===== src/rtl/mem_arbiter.sv =====
// Arbiter sharing one single-ported memory between instruction fetch and data access.
// Each access is a req/ack transaction bounded by a timeout, then a one-cycle done pulse.
module mem_arbiter #(
    parameter int ADDR_W  = 32,
    parameter int DATA_W  = 32,
    parameter int TIMEOUT = 15
) (
    input  logic              clk,
    input  logic              rst,
    input  logic              if_req,
    input  logic [ADDR_W-1:0] if_addr,
    output logic [DATA_W-1:0] if_rdata,
    output logic              if_done,
    output logic              if_stall,
    input  logic              d_req,
    input  logic              d_wr,
    input  logic [ADDR_W-1:0] d_addr,
    input  logic [DATA_W-1:0] d_wdata,
    output logic [DATA_W-1:0] d_rdata,
    output logic              d_done,
    output logic              d_stall,
    output logic              mem_req,
    output logic              mem_wr,
    output logic [ADDR_W-1:0] mem_addr,
    output logic [DATA_W-1:0] mem_wdata,
    input  logic              mem_ack,
    input  logic [DATA_W-1:0] mem_rdata,
    output logic              err
);
    localparam int CNT_W = (TIMEOUT > 1) ? $clog2(TIMEOUT) : 1;

    typedef enum logic [1:0] {IDLE, BUSY, RESP} state_t;

    state_t            state, state_nxt;
    logic              owner;  // 1 = data path owns the access
    logic              last;   // 1 = data path was granted last
    logic [CNT_W-1:0]  cnt;
    logic              grant_any, grant_d, tmo_hit, finish;
    logic [DATA_W-1:0] rd_val;

    assign grant_any = if_req | d_req;
    // On contention the requester not granted last wins.
    assign grant_d   = d_req & (~if_req | ~last);
    assign tmo_hit   = (cnt == CNT_W'(TIMEOUT - 1));
    assign finish    = mem_ack | tmo_hit;
    assign rd_val    = (mem_ack & ~mem_wr) ? mem_rdata : '0;

    assign if_stall = if_req & ~if_done;
    assign d_stall  = d_req & ~d_done;

    always_ff @(posedge clk or negedge rst) begin
        if (!rst) state <= IDLE;
        else      state <= state_nxt;
    end

    always_comb begin
        state_nxt = state;
        case (state)
            IDLE:    if (grant_any) state_nxt = BUSY;
            BUSY:    if (finish) state_nxt = RESP;
            RESP:    state_nxt = IDLE;
            default: state_nxt = IDLE;
        endcase
    end

    always_ff @(posedge clk or negedge rst) begin
        if (!rst) begin
            owner     <= 1'b0;
            last      <= 1'b0;
            cnt       <= '0;
            mem_req   <= 1'b0;
            mem_wr    <= 1'b0;
            mem_addr  <= '0;
            mem_wdata <= '0;
            if_rdata  <= '0;
            d_rdata   <= '0;
            if_done   <= 1'b0;
            d_done    <= 1'b0;
            err       <= 1'b0;
        end else begin
            case (state)
                IDLE: if (grant_any) begin
                    mem_req  <= 1'b1;
                    owner    <= grant_d;
                    last     <= grant_d;
                    cnt      <= '0;
                    mem_addr <= grant_d ? d_addr : if_addr;
                    mem_wr   <= grant_d & d_wr;
                    if (grant_d) mem_wdata <= d_wdata;
                end
                BUSY: if (finish) begin
                    mem_req <= 1'b0;
                    mem_wr  <= 1'b0;
                    if (owner) begin
                        d_done  <= 1'b1;
                        d_rdata <= rd_val;
                    end else begin
                        if_done  <= 1'b1;
                        if_rdata <= rd_val;
                    end
                    // An ack on the final cycle still counts as a completion.
                    if (!mem_ack) err <= 1'b1;
                end else begin
                    cnt <= cnt + 1'b1;
                end
                RESP: begin
                    if_done <= 1'b0;
                    d_done  <= 1'b0;
                end
                default: ;
            endcase
        end
    end
endmodule


===== config.mk =====
export PLATFORM = sky130hd
export DESIGN_NAME = mem_arbiter
export DESIGN_NICKNAME = d
export VERILOG_FILES = /design/src/rtl/mem_arbiter.sv
export SDC_FILE = /design/constraint.sdc
export NUM_CORES = 1
export LEC_CHECK = 0
export ABC_AREA = 0
export BUFFER_PORTS_ARGS = -buffer_cell sky130_fd_sc_hd__buf_2
export CORE_UTILIZATION = 45
export DETAILED_ROUTE_END_ITERATION = 10
export PLACE_DENSITY = 0.75
export RECOVER_POWER = 50
export SYNTH_ARGS = -nofsm -noshare
export SYNTH_HDL_FRONTEND = slang
export SYNTH_SLANG_ARGS = --single-unit

===== constraint.sdc =====
create_clock -name clk -period 2 [get_ports clk]
set_input_delay 0.2 -clock clk [delete_from_list [all_inputs] [get_ports clk]]
set_output_delay 0.2 -clock clk [all_outputs]
set_load 0.01 [all_outputs]

==> impl_results.md <==
* Crit path DAT at 1960 ps
* Minimum clock period at 1680 ps
* Sequential fraction of design power at between 30% and 40%
* Core Rows at 41
* Clock sinks at 140
* PD cells at roughly 1700 mW/mm^2
* Post-DP HPWL at 10300 microns
* Actual slew at the worst max-slew pin at 1070 ps
* Worst hold path startpoint: d_wdata[28]
* Final Power at 13.2 mW
* FF+latch count, synth at 140
* Avg Inst Size Synth at between 15 and 20 sq um
* Vias in the first global route at 4362
* Max FO, Critical Path at 32
* Final Hold Viols at 0
* Most frequent CP cell: mux2_2
* Worst Setup End Kind: flop
* Share of Yosys cell area claimed by the top area cell type at 59.8%
* Maxcap violations at 0
* Slew HR at 28.5%
* Final Cell Area at around 0.0080 sq mm
* Logic pwr share at around 39%
* Synth area leader: dfrtp_1
* IO Pins at roughly 270
* Routed Antenna Nets at 0
* H-tree depth at 4
* TritonCTS clock tree: built
* Initial antenna violation count at 0
* Core area at 0.0127 sq mm
* Final GP Congestion at 0.756
* First-pass GRT wire length at 22200 microns
* NetSw at about 4.4 mW
* Syn Std Cell Area at slightly below 0.006 sq mm
* Peak Freq at 596 MHz
* Critical Path Start Type: flop
* WHS at 21.5 ps
* Crit. Startpoint: last
* Share of cells above drive strength 1 at 52.8%
* Cts bufs inserted at 17
* Worst EP required at 2280 ps
* Top cells by area, synth: dfrtp_1 (60%), mux2_2 (13%), a32o_1 (11%)
* Pint at 8.76 mW
* Vias per std cell at 5.25
* Worst path slowest cell: dfrtp_1
* Worst r2r src: last
* RSZ-0062 raised after global routing: false
* Vias post-DR at 4377
* Outcome: complete, no violations
* Clk_skew at 8.50 ps
* HP Class: primary input to flop
* Pleak at between 3 and 4 nW
* Remaining Overflow, GRT at 0
* CP top delay family: multiplexers
* Worst-Skew Late Latency at between 400 and 500 ps
* Crit share post-route at 83.9%
* Initial Utilization at around 46%
* Worst-path clk slew at 60 ps
* Yosys cell types at 34
* Die X at 116 microns
* Sequential share of the synthesized area at 59.8%
* Drt drc at 0
* Clock tree buffer depth at 2
* Slew Viols, Final at 0
* Final nets at 784
* CP max stage delay at about 450 ps
* All-Layer GR Usage at 21.8%
* Final setup viols at 0
* Buf/Inv on CP at 1
* CP Cell Sequence: a21boi_4 -> buf_12 -> mux2_2 -> mux2_2
* Crit Path Class: flop to flop
* Total Die Area at 0.0135 sq mm
* Post-Syn Nets at 514
* Ant diodes at 0
* Drt total wl at around 15000 microns
* Clock power share at 23.8%
* Setup TNS at 0 ps
* CTS Root Cell: clkbuf_16
* I/O Buffers at about 270
* Synth Instances at 378
* DP Area at ~0.0074 sq mm
* WL per Instance at 17.5 microns
* Largest net degree at the start of global routing at 65
* Net Sw Frac at 33.6%
* Cts repair resizes at 0
* DR iter-0 viols at 274
* Die H at 116 microns
* Area delta synth->final at 35.8%
* DRT Pass-1 Iters at 5
* Maximum vdd drop at just under 900 uV
* Ys Warns at 0
[power groups by stage]
stage / Sequential (mW) / Combinational (mW) / Clock [mW]
after global placement: 4.86 / 5.15 / 0
final: 4.94 / 5.10 / 3.14
after global routing: 5.12 / 5.54 / 3.33
after floorplan: 5.49 / 2.60 / 0
after CTS: 4.93 / 5.32 / 3.20
after detailed placement: 4.96 / 5.28 / 0
[routing by layer]
| layer | wire, microns | GRT usage [%] | share of wire [%] |
|---|---|---|---|
| met1 | 5680 | 24.8 | 39 |
| met2 | 7780 | 38.4 | 53 |
| met3 | 854 | 6.07 | 5.9 |
| met4 | 287 | 9.23 | 2.0 |
| met5 | 0 | 0 | 0 |
[metrics by stage]
stage          cells  util [%]  setup WS (ps)
2_1_floorplan    378         -            448
3_3_place_gp     799      58.6            395
3_5_place_dp     799      58.6            344
4_1_cts          833      63.5            328
5_1_grt          833      62.8            286
6_report         833      62.8            322
[placed cells by master, fill, tap and decap left out, types with 2 or more instances in the layout]
master and count:
buf_2 200, dfrtp_1 140, clkbuf_1 69, mux2_2 68, a32o_1 65, mux2_4 28
clkbuf_16 17, buf_12 8, buf_4 5, o21ai_0 4, nand2b_1 4, nand2_1 4
clkinv_2 4, inv_1 3, nor2b_1 3, bufinv_16 3, o21ai_2 2, nor2_1 2
nand3_1 2, a21o_1 2, ha_1 2, clkinv_4 2, clkinvlp_4 2, clkbuf_8 2
dlygate4sd3_1 2
[cells in the mapped netlist]
cell type / n
buf_6: 10
inv_1: 3
clkbuf_1: 9
nand2b_1: 4
nor2_4: 1
or3b_1: 1
a31o_2: 1
buf_2: 12
and3b_1: 1
and3_1: 1
buf_1: 1
nor3b_2: 1
mux2i_1: 1
a211oi_1: 1
mux2_2: 68
ha_1: 2
a21oi_1: 1
o221ai_1: 1
and2_1: 1
a21o_1: 2
a32o_1: 65
or2_2: 1
mux2_4: 28
dfrtp_1: 140
o21bai_1: 1
o22ai_1: 1
nor2b_1: 4
nand3_1: 2
o21ai_2: 2
o21ai_0: 4
nor2_1: 2
nand2_1: 4
a21boi_4: 1
a21boi_1: 1
[state kept, by name, summed over array words and instances, names as in the netlist]
name / flops
cnt: 4
d_done: 1
d_rdata: 32
err: 1
if_done: 1
if_rdata: 32
last: 1
mem_addr: 32
mem_req: 1
mem_wdata: 32
mem_wr: 1
state: 2
[path summary, 6_finish.rpt]
path / to / slack (ps) / depth (start not counted)
max: mem_addr[19] / 320 / 4
min: mem_wdata[28] / 20 / 2
max reg2reg: mem_addr[19] / 320 / 4
min reg2reg: err / 480 / 1
max in group asynchronous: err / 580 / 3
min in group asynchronous: if_rdata[9] / 520 / 2
[cell families after synthesis]
| group | after synthesis | share of synthesized area, % |
|---|---|---|
| AO/OA/AOI/OAI | 81 | 13.2 |
| buffers and inverters | 35 | 3.78 |
| adder cells (fa/ha/maj) | 2 | 0.427 |
| flip-flops | 140 | 59.8 |
| multiplexers | 97 | 20.4 |
| AND/OR/NAND/NOR | 23 | 2.43 |
[worst register-to-register path, stage by stage, from the launching register on]
cell      delay, ps
dfrtp_1         450
a21boi_4        220
buf_12          230
mux2_2          380
mux2_2          280
[repair_timing]
item | CTS | global route
buffers inserted | 0 | 0
hold endpoints to repair | 40 | 0
hold buffers | 2 | 0
setup endpoints to repair | 0 | 0
[area by class of cell]
cell class | count | area (sq um)
inverters | 3 | 11.3
well taps | 172 | 215
flip-flops and latches | 140 | 3500
fillers | 1035 | 4710
clock inverters | 11 | 143
clock buffers | 21 | 460
multi-input cells | 203 | 2150
repair buffers | 283 | 1480
No activity file was read; power rests on OpenSTA's default activity.
